[config.mk]
export PLATFORM = sky130hd
export DESIGN_NAME = regfile_mp_flat
export DESIGN_NICKNAME = d
export VERILOG_FILES = /design/src/rtl/regfile_mp_if.sv /design/src/rtl/regfile_mp.sv /design/src/flat_wrapper.sv
export SDC_FILE = /design/constraint.sdc
export NUM_CORES = 2
export LEC_CHECK = 0
export CAP_MARGIN = 20
export CORE_ASPECT_RATIO = 2
export CORE_MARGIN = 8
export CORE_UTILIZATION = 55
export DETAILED_ROUTE_END_ITERATION = 8
export PLACE_DENSITY = 0.71
export SLEW_MARGIN = 5
export SYNTH_ARGS = -nofsm -noshare
export SYNTH_HDL_FRONTEND = slang
export SYNTH_SLANG_ARGS = --single-unit
[constraint.sdc]
create_clock -name clk_i -period 6.85 [get_ports clk_i]
set_input_delay 1.0275 -clock clk_i [delete_from_list [all_inputs] [get_ports clk_i]]
set_output_delay 1.0275 -clock clk_i [all_outputs]
set_load 0.05 [all_outputs]
[src/rtl/regfile_mp_if.sv]
// Bundle of decode/writeback signals for the multi-port register file.
// Sampled at clk_i rising edge: wr_en_i and iss_en_i qualify their address/data; reads are combinational.
interface regfile_mp_if #(
   parameter int DATA_W = 32,
   parameter int DEPTH  = 32,
   parameter int NREAD  = 2,
   parameter int NWRITE = 1
);
   localparam int AW = $clog2(DEPTH);

   logic [NREAD*AW-1:0]      rd_addr_i;
   logic [NREAD*DATA_W-1:0]  rd_data_o;
   logic [NREAD-1:0]         rd_busy_o;
   logic [NWRITE-1:0]        wr_en_i;
   logic [NWRITE*AW-1:0]     wr_addr_i;
   logic [NWRITE*DATA_W-1:0] wr_data_i;
   logic                     iss_en_i;
   logic [AW-1:0]            iss_addr_i;
   logic                     flush_i;

   modport master (
      output rd_addr_i, wr_en_i, wr_addr_i, wr_data_i, iss_en_i, iss_addr_i, flush_i,
      input  rd_data_o, rd_busy_o
   );

   modport slave (
      input  rd_addr_i, wr_en_i, wr_addr_i, wr_data_i, iss_en_i, iss_addr_i, flush_i,
      output rd_data_o, rd_busy_o
   );
endinterface

[src/rtl/regfile_mp.sv]
// Parametrised multi-port register file with optional write-to-read bypass,
// hardwired zero register and a per-register busy scoreboard for RAW detection.
module regfile_mp #(
   parameter int DATA_W   = 32,
   parameter int DEPTH    = 32,
   parameter int NREAD    = 2,
   parameter int NWRITE   = 1,
   parameter int BYPASS   = 1,
   parameter int ZERO_REG = 1,
   localparam int AW      = $clog2(DEPTH)
) (
   input logic           clk_i,
   input logic           rst_i,
   regfile_mp_if.slave   rf_if
);

   logic [DATA_W-1:0]       mem_q [DEPTH];
   logic [DATA_W-1:0]       mem_d [DEPTH];
   logic [DEPTH-1:0]        busy_q;
   logic [DEPTH-1:0]        busy_d;
   logic [NREAD*DATA_W-1:0] rd_data;
   logic [NREAD-1:0]        rd_busy;

   // Ascending port order makes the highest-index port the last writer.
   always_comb begin
      mem_d = mem_q;
      for (int p = 0; p < NWRITE; p++) begin
         if (rf_if.wr_en_i[p] &&
             !(ZERO_REG != 0 && rf_if.wr_addr_i[p*AW +: AW] == '0)) begin
            mem_d[rf_if.wr_addr_i[p*AW +: AW]] = rf_if.wr_data_i[p*DATA_W +: DATA_W];
         end
      end
   end

   // Writeback clears first so a same-cycle issue to that register wins.
   always_comb begin
      busy_d = busy_q;
      for (int p = 0; p < NWRITE; p++) begin
         if (rf_if.wr_en_i[p]) begin
            busy_d[rf_if.wr_addr_i[p*AW +: AW]] = 1'b0;
         end
      end
      if (rf_if.iss_en_i && !(ZERO_REG != 0 && rf_if.iss_addr_i == '0)) begin
         busy_d[rf_if.iss_addr_i] = 1'b1;
      end
      if (rf_if.flush_i) begin
         busy_d = '0;
      end
   end

   always_ff @(posedge clk_i) begin
      if (rst_i) begin
         for (int i = 0; i < DEPTH; i++) begin
            mem_q[i] <= '0;
         end
         busy_q <= '0;
      end else begin
         for (int i = 0; i < DEPTH; i++) begin
            mem_q[i] <= mem_d[i];
         end
         busy_q <= busy_d;
      end
   end

   // Read ports: storage, then forwarded write data, then the zero-register override.
   always_comb begin
      rd_data = '0;
      rd_busy = '0;
      for (int k = 0; k < NREAD; k++) begin
         rd_data[k*DATA_W +: DATA_W] = mem_q[rf_if.rd_addr_i[k*AW +: AW]];
         rd_busy[k]                  = busy_q[rf_if.rd_addr_i[k*AW +: AW]];
         if (BYPASS != 0) begin
            for (int p = 0; p < NWRITE; p++) begin
               if (rf_if.wr_en_i[p] &&
                   rf_if.wr_addr_i[p*AW +: AW] == rf_if.rd_addr_i[k*AW +: AW]) begin
                  rd_data[k*DATA_W +: DATA_W] = rf_if.wr_data_i[p*DATA_W +: DATA_W];
                  rd_busy[k]                  = 1'b0;
               end
            end
         end
         if (ZERO_REG != 0 && rf_if.rd_addr_i[k*AW +: AW] == '0) begin
            rd_data[k*DATA_W +: DATA_W] = '0;
            rd_busy[k]                  = 1'b0;
         end
      end
   end

   assign rf_if.rd_data_o = rd_data;
   assign rf_if.rd_busy_o = rd_busy;

endmodule
[src/flat_wrapper.sv]
// flat-port wrapper written by rule: the top's interface ports become plain ports
module regfile_mp_flat 
#(
   parameter int DATA_W   = 32,
   parameter int DEPTH    = 32,
   parameter int NREAD    = 2,
   parameter int NWRITE   = 1,
   parameter int BYPASS   = 1,
   parameter int ZERO_REG = 1,
   localparam int AW      = $clog2(DEPTH)
)
  (clk_i, rst_i, rf_if_rd_addr_i, rf_if_wr_en_i, rf_if_wr_addr_i, rf_if_wr_data_i, rf_if_iss_en_i, rf_if_iss_addr_i, rf_if_flush_i, rf_if_rd_data_o, rf_if_rd_busy_o);
  regfile_mp_if #(.DATA_W(DATA_W), .DEPTH(DEPTH), .NREAD(NREAD), .NWRITE(NWRITE)) rf_if_i ();
  input logic clk_i;
  input logic rst_i;
  input wire logic [$bits(rf_if_i.rd_addr_i)-1:0] rf_if_rd_addr_i;
  input wire logic [$bits(rf_if_i.wr_en_i)-1:0] rf_if_wr_en_i;
  input wire logic [$bits(rf_if_i.wr_addr_i)-1:0] rf_if_wr_addr_i;
  input wire logic [$bits(rf_if_i.wr_data_i)-1:0] rf_if_wr_data_i;
  input wire logic [$bits(rf_if_i.iss_en_i)-1:0] rf_if_iss_en_i;
  input wire logic [$bits(rf_if_i.iss_addr_i)-1:0] rf_if_iss_addr_i;
  input wire logic [$bits(rf_if_i.flush_i)-1:0] rf_if_flush_i;
  output wire logic [$bits(rf_if_i.rd_data_o)-1:0] rf_if_rd_data_o;
  output wire logic [$bits(rf_if_i.rd_busy_o)-1:0] rf_if_rd_busy_o;
  assign rf_if_i.rd_addr_i = rf_if_rd_addr_i;
  assign rf_if_i.wr_en_i = rf_if_wr_en_i;
  assign rf_if_i.wr_addr_i = rf_if_wr_addr_i;
  assign rf_if_i.wr_data_i = rf_if_wr_data_i;
  assign rf_if_i.iss_en_i = rf_if_iss_en_i;
  assign rf_if_i.iss_addr_i = rf_if_iss_addr_i;
  assign rf_if_i.flush_i = rf_if_flush_i;
  assign rf_if_rd_data_o = rf_if_i.rd_data_o;
  assign rf_if_rd_busy_o = rf_if_i.rd_busy_o;
  regfile_mp #(.DATA_W(DATA_W), .DEPTH(DEPTH), .NREAD(NREAD), .NWRITE(NWRITE), .BYPASS(BYPASS), .ZERO_REG(ZERO_REG)) u_core (.clk_i(clk_i), .rst_i(rst_i), .rf_if(rf_if_i));
endmodule
# After elaboration in Yosys (flattened, before gate mapping)
# Cells that the tools add are included.
[op_classes] mux=27 order_cmp=10 bitwise_logic=6 reduce_logical=14 eq_ne=2
[op_table] operator="bitwise mux 1024 bit" n=1
[op_table] operator="2-to-1 mux 32 bit" n=11
[op_table] operator="binary-select mux 32 bit (select 5 bit)" n=2
[op_table] operator="demux 32 bit (select 5 bit)" n=1
[op_table] operator="bitwise AND 32 bit" n=1
[op_table] operator="NOT 32 bit" n=1
[op_table] operator="bitwise OR 32 bit" n=1
[op_table] operator="less-than comparator 5 x 6 -> 1 bit (second input constant)" n=4
[op_table] operator="zero test 5 bit" n=4
[op_table] operator="greater-or-equal comparator 6 bit (second input constant)" n=3
[op_table] operator="NOT 5 -> 6 bit" n=3
[op_table] operator="binary-select mux 1 bit (select 5 bit)" n=2
[op_table] operator="demux 1 bit (select 5 bit)" n=2
[op_table] operator="== test 5 bit" n=2
[op_table] operator="greater-or-equal comparator 5 x 1 -> 1 bit (second input constant)" n=2
[op_table] operator="2-to-1 mux 1 bit" n=8
[op_table] operator="logical AND 1 bit" n=7
[op_table] operator="less-than comparator 6 x 1 -> 1 bit (second input constant)" n=1
[op_table] operator="zero test 1 bit" n=2
[op_table] operator="OR reduction 2 bit" n=1
[totals] in_bits=57 output_inout_bits=66 reg_bits=1056 elab_cells=92

# Longest topological paths before layout
[logic_depth] ltp_word=9 ltp_mapped=10 ltp_nobuf=5

# Worst setup path after synthesis
# OpenSTA, ideal clock, no wires.
[synth_timing] path_type="input-to-output" start="input rf_if_rd_addr_i[4]" end="output rf_if_rd_busy_o[0]" arrival_ns=4.445 t_required_ns=5.822 stages=6 path_slack_ns=1.378 cell_sequence="buf_2 or2_2 buf_1 clkbuf_1 o22ai_1 a2111oi_0"
[synth_via] elab_chain_cells=4 elab_cells_between_ends=7
[synth_lines] item="start, declared" line_no="flat_wrapper.sv:16" text="input wire logic [$bits(rf_if_i.rd_addr_i)-1:0] rf_if_rd_addr_i;"
[synth_lines] item="binary-select mux 1 bit (select 5 bit) or == test 5 bit (tied branches)" line_no="regfile_mp.sv:71, regfile_mp.sv:75"
[synth_lines] item="2-to-1 mux 1 bit (not written as such) or logical AND 1 bit (tied branches)" line_no="regfile_mp.sv:71, regfile_mp.sv:74"
[synth_lines] item="2-to-1 mux 1 bit" line_no="regfile_mp.sv:74" text="if (rf_if.wr_en_i[p] &&"
[synth_lines] item="2-to-1 mux 1 bit (*)" line_no="regfile_mp.sv:81" text="if (ZERO_REG != 0 && rf_if.rd_addr_i[k*AW +: AW] == '0) begin"
[synth_lines] item="end, declared" line_no="flat_wrapper.sv:24" text="output wire logic [$bits(rf_if_i.rd_busy_o)-1:0] rf_if_rd_busy_o;"
# Every way passes the cells marked *; elsewhere a longest branch is shown, timed or not. The select of a mux whose other input is x is not followed.

# Final worst setup path
[layout_timing] start="input rf_if_rd_addr_i[4]" end="output rf_if_rd_data_o[30]"
[layout_via] elab_chain_cells=6 elab_cells_between_ends=9
[layout_lines] item="NOT 5 -> 6 bit (not written as such)" line_no="regfile_mp.sv:70" text="rd_data[k*DATA_W +: DATA_W] = mem_q[rf_if.rd_addr_i[k*AW +: AW]];"
[layout_lines] item="binary-select mux 32 bit (select 5 bit)" line_no="regfile_mp.sv:70"
[layout_lines] item="2-to-1 mux 32 bit (not written as such) (2 in a row)" line_no="regfile_mp.sv:70"
[layout_lines] item="2-to-1 mux 32 bit" line_no="regfile_mp.sv:74"
[layout_lines] item="2-to-1 mux 32 bit (*)" line_no="regfile_mp.sv:81"
[layout_lines] item="end, declared" line_no="flat_wrapper.sv:23" text="output wire logic [$bits(rf_if_i.rd_data_o)-1:0] rf_if_rd_data_o;"
# Marked as above.

==> flow_metrics.py <==
metrics = {
    "global_routing": {
        "antenna_found_initial": 11,
        "grt_overflow_total": 0,
        "grt_use_total": 0.414,
        "grt_pass1_vias": 49274,
        "grt_first_pass_wirelength_mm": 332,
        "grt_max_degree": 222,
    },
    "cts": {
        "hold_buffers": 0,
        "clock_sinks": 1056,
        "cts_setup_buffers": 0,
        "clockBufferDepth": 3,
        "cts_htree_levels": 3,
        "clk_pin_slew_ns": 0.06,
        "cts_buffers": 94,
        "root_buffer": "clkbuf_16",
        "clk_latency_ns": 0.71,
        "ctsResizeCount": 0,
        "cts_tree": "built",
    },
    "run": {
        "cap_violations": 0,
    },
    "floorplanning": {
        "die_w_um": 238,
        "die-area_um2": 109000,
        "ios": 123,
        "initial_core_util": 0.554,
        "core_area_um2": 97500,
        "num_rows": 162,
        "die_height_um": 459,
    },
    "placement": {
        "hpwl_mm": 144,
        "port_buffers": 122,
        "preCtsSetupSlack_ns": 0.983,
        "gp_congestion": 1.04,
    },
    "logic_synthesis": {
        "avgSynthCellArea_um2": 8.77,
        "yosysTopAreaCellShare": 0.392,
        "syn_area_um2": 54000,
        "yosysSeqAreaShare": 0.392,
        "syn_nets": 6214,
        "async_flop_share": 0,
        "synth_area_leaders": "dfxtp_1 (39%), mux4_2 (19%), nand2_1 (14%), a21oi_1 (9.4%), clkbuf_1 (3.1%)",
        "ys_seq_elements": 1056,
        "postSynthCellCount": 6157,
        "synthFlopType": "dfxtp_1",
        "yosys.area.top_type": "dfxtp_1",
        "synthTopCellsByCount": "nand2_1 (2047), dfxtp_1 (1056), a21oi_1 (1016)",
        "synth_edf_count": 0,
        "yosysMostFrequentCell": "nand2_1",
        "synth.distinct_cells": 60,
        "yosysWarnings": 0,
    },
    "critical_path": {
        "startpoint_type": "primary input",
        "crit_path_start": "rf_if_rd_addr_i[4]",
        "timing.rr.end": "u_core.mem_q[604]$_SDFFE_PP0P_",
        "crit_arrival_ns": 5.06,
        "worstPathRequired_ns": 5.82,
        "r2r_slack_ns": 5.99,
        "end_kind": "primary output",
        "crit_fanout": 14,
        "reg2reg_from": "u_core.mem_q[604]$_SDFFE_PP0P_",
        "worstSetupPathType": "in2out",
        "crit_path_end": "rf_if_rd_data_o[30]",
        "r2r_cells": 2,
    },
    "timing": {
        "grt_setup_unrepaired": "no",
        "max_freq_mhz": 164,
        "hold_viol": 0,
        "finalWorstPathRequiredPeriod_ns": 6.09,
        "max_slew_margin": 0.141,
        "period_share": 0.889,
        "slew_violations": 0,
        "skew_ns": 0,
        "setup_slack_ns": 0.763,
        "setup_viol": 0,
        "fin_setup_tns_ns": 0,
        "worst_slew_pin_slew_ns": 1.29,
    },
    "detailed_routing": {
        "drtAntennaViolNets": 0,
        "via_per_inst": 6.97,
        "vias": 50917,
        "drt_iter0_markers": 7419,
        "wl_per_cell_um": 31.7,
        "drt_pre_antenna_iters": 6,
        "drc_errors": 0,
        "routed_wl_mm": 232,
    },
    "cells_and_area": {
        "post-route-util": 0.607,
        "drive_gt1_frac": 0.158,
        "nets": 5965,
        "area_delta_synth_final_pct": 9.65,
        "fillers": 8219,
    },
    "pwr": {
        "vdd.ir_drop.worst_mv": 0.198,
        "cellLeakagePower_uw": 0.0192,
        "power_density_nw_per_um2": 226,
    },
    "outcome": {
        "status": "completed",
    },
    "min_path": {
        "hp-class": "reg2reg",
    },
}
-- routing by layer --
metal / GRT usage / vias up / share of wire
met1: 0.444 / 24205 / 0.31
li1: - / 21043 / -
met3: 0.122 / 1453 / 0.12
met2: 0.638 / 4212 / 0.44
met5: 0 / - / 0.00013
met4: 0.416 / 4 / 0.12
-- registers in the layout, indices dropped and copies added (netlist names) --
| name | count |
|---|---|
| u_core.busy_q | 32 |
| u_core.mem_q | 1024 |
-- worst max-delay path, cell delays in order --
cell             delay (ns)
clkdlybuf4s50_1        0.75
buf_4                  0.32
xnor2_1                0.14
nand4_1                0.24
o21ai_0                0.71
a211oi_1               0.12
nor4_1                 0.76
clkdlybuf4s50_1        0.97
-- metrics by stage --
step	power, uW	hold WS (ns)	area (um2)	instances
floorplan	7200	0.417	54000	6157
global placement	7680	0.444	55800	7117
detailed placement	7690	0.455	55900	7122
CTS	13300	0.464	59200	7290
global route	13600	0.469	59200	7293
finish	13400	0.465	59200	7302
-- cell families after synthesis --
| family | after synthesis | share of synthesized area |
|---|---|---|
| flops | 1056 | 0.392 |
| compound gates | 1392 | 0.145 |
| buf+inv | 656 | 0.0544 |
| simple gates | 2404 | 0.176 |
| mux | 639 | 0.232 |
| xor+xnor | 10 | 0.00162 |
-- cells in the final DEF, fill, tap and decap left out, types with 18 or more instances in the layout --
cell / netlist / layout
nand3_1: 18 / 18
mux2_2: 67 / 67
buf_4: 43 / 164
mux4_2: 448 / 448
o21ai_0: 37 / 37
clkdlybuf4s50_1: 0 / 108
a22oi_1: 91 / 91
nand2_2: 0 / 31
clkbuf_1: 453 / 25
o22ai_1: 82 / 82
nor3_1: 44 / 43
nor2_4: 0 / 32
a21oi_1: 1016 / 1016
buf_12: 6 / 20
nor2b_1: 54 / 52
a211oi_1: 47 / 47
mux2i_1: 98 / 98
clkbuf_16: 0 / 97
a22o_1: 39 / 39
nand2_1: 2047 / 2016
dfxtp_1: 1056 / 1056
nor2_1: 166 / 130
clkbuf_8: 0 / 21
mux4_1: 25 / 25
-- layout make-up --
| type | instances | area (um2) | area share |
|---|---|---|---|
| well taps | 1312 | 1640 | 0.0277 |
| flip-flops and latches | 1056 | 21100 | 0.357 |
| diodes | 10 | 25.0 | 0.000423 |
| clock inverters | 25 | 438 | 0.00740 |
| repair buffers | 307 | 2880 | 0.0486 |
| inverters | 4 | 15.0 | 0.000254 |
| multi-input cells | 4445 | 30300 | 0.511 |
| clock buffers | 143 | 2810 | 0.0475 |
-- how the worst min path moves through the flow --
stage | startpoint | endpoint | slack (ns) | cells past startpoint
after floorplan | u_core.busy_q[0]$_SDFF_PP0_ | u_core.busy_q[0]$_SDFF_PP0_ | 0.42 | 2
after global placement | u_core.busy_q[0]$_SDFF_PP0_ | u_core.busy_q[0]$_SDFF_PP0_ | 0.44 | 2
after detailed placement | u_core.mem_q[309]$_SDFFE_PP0P_ | u_core.mem_q[309]$_SDFFE_PP0P_ | 0.46 | 2
after CTS | u_core.busy_q[0]$_SDFF_PP0_ | u_core.busy_q[0]$_SDFF_PP0_ | 0.46 | 2
after global routing | u_core.busy_q[0]$_SDFF_PP0_ | u_core.busy_q[0]$_SDFF_PP0_ | 0.47 | 2
final | u_core.mem_q[862]$_SDFFE_PP0P_ | u_core.mem_q[862]$_SDFFE_PP0P_ | 0.46 | 2
-- report_power, final --
part | total, uW | leakage (uW) | switching, uW | internal, uW
clock | 5760 | 0.00159 | 2490 | 3270
sequential | 6210 | 0.00851 | 34.4 | 6180
combinational | 1400 | 0.00907 | 986 | 409
total | 13400 | 0.0192 | 3510 | 9860
No activity file was read; power rests on OpenSTA's default activity.
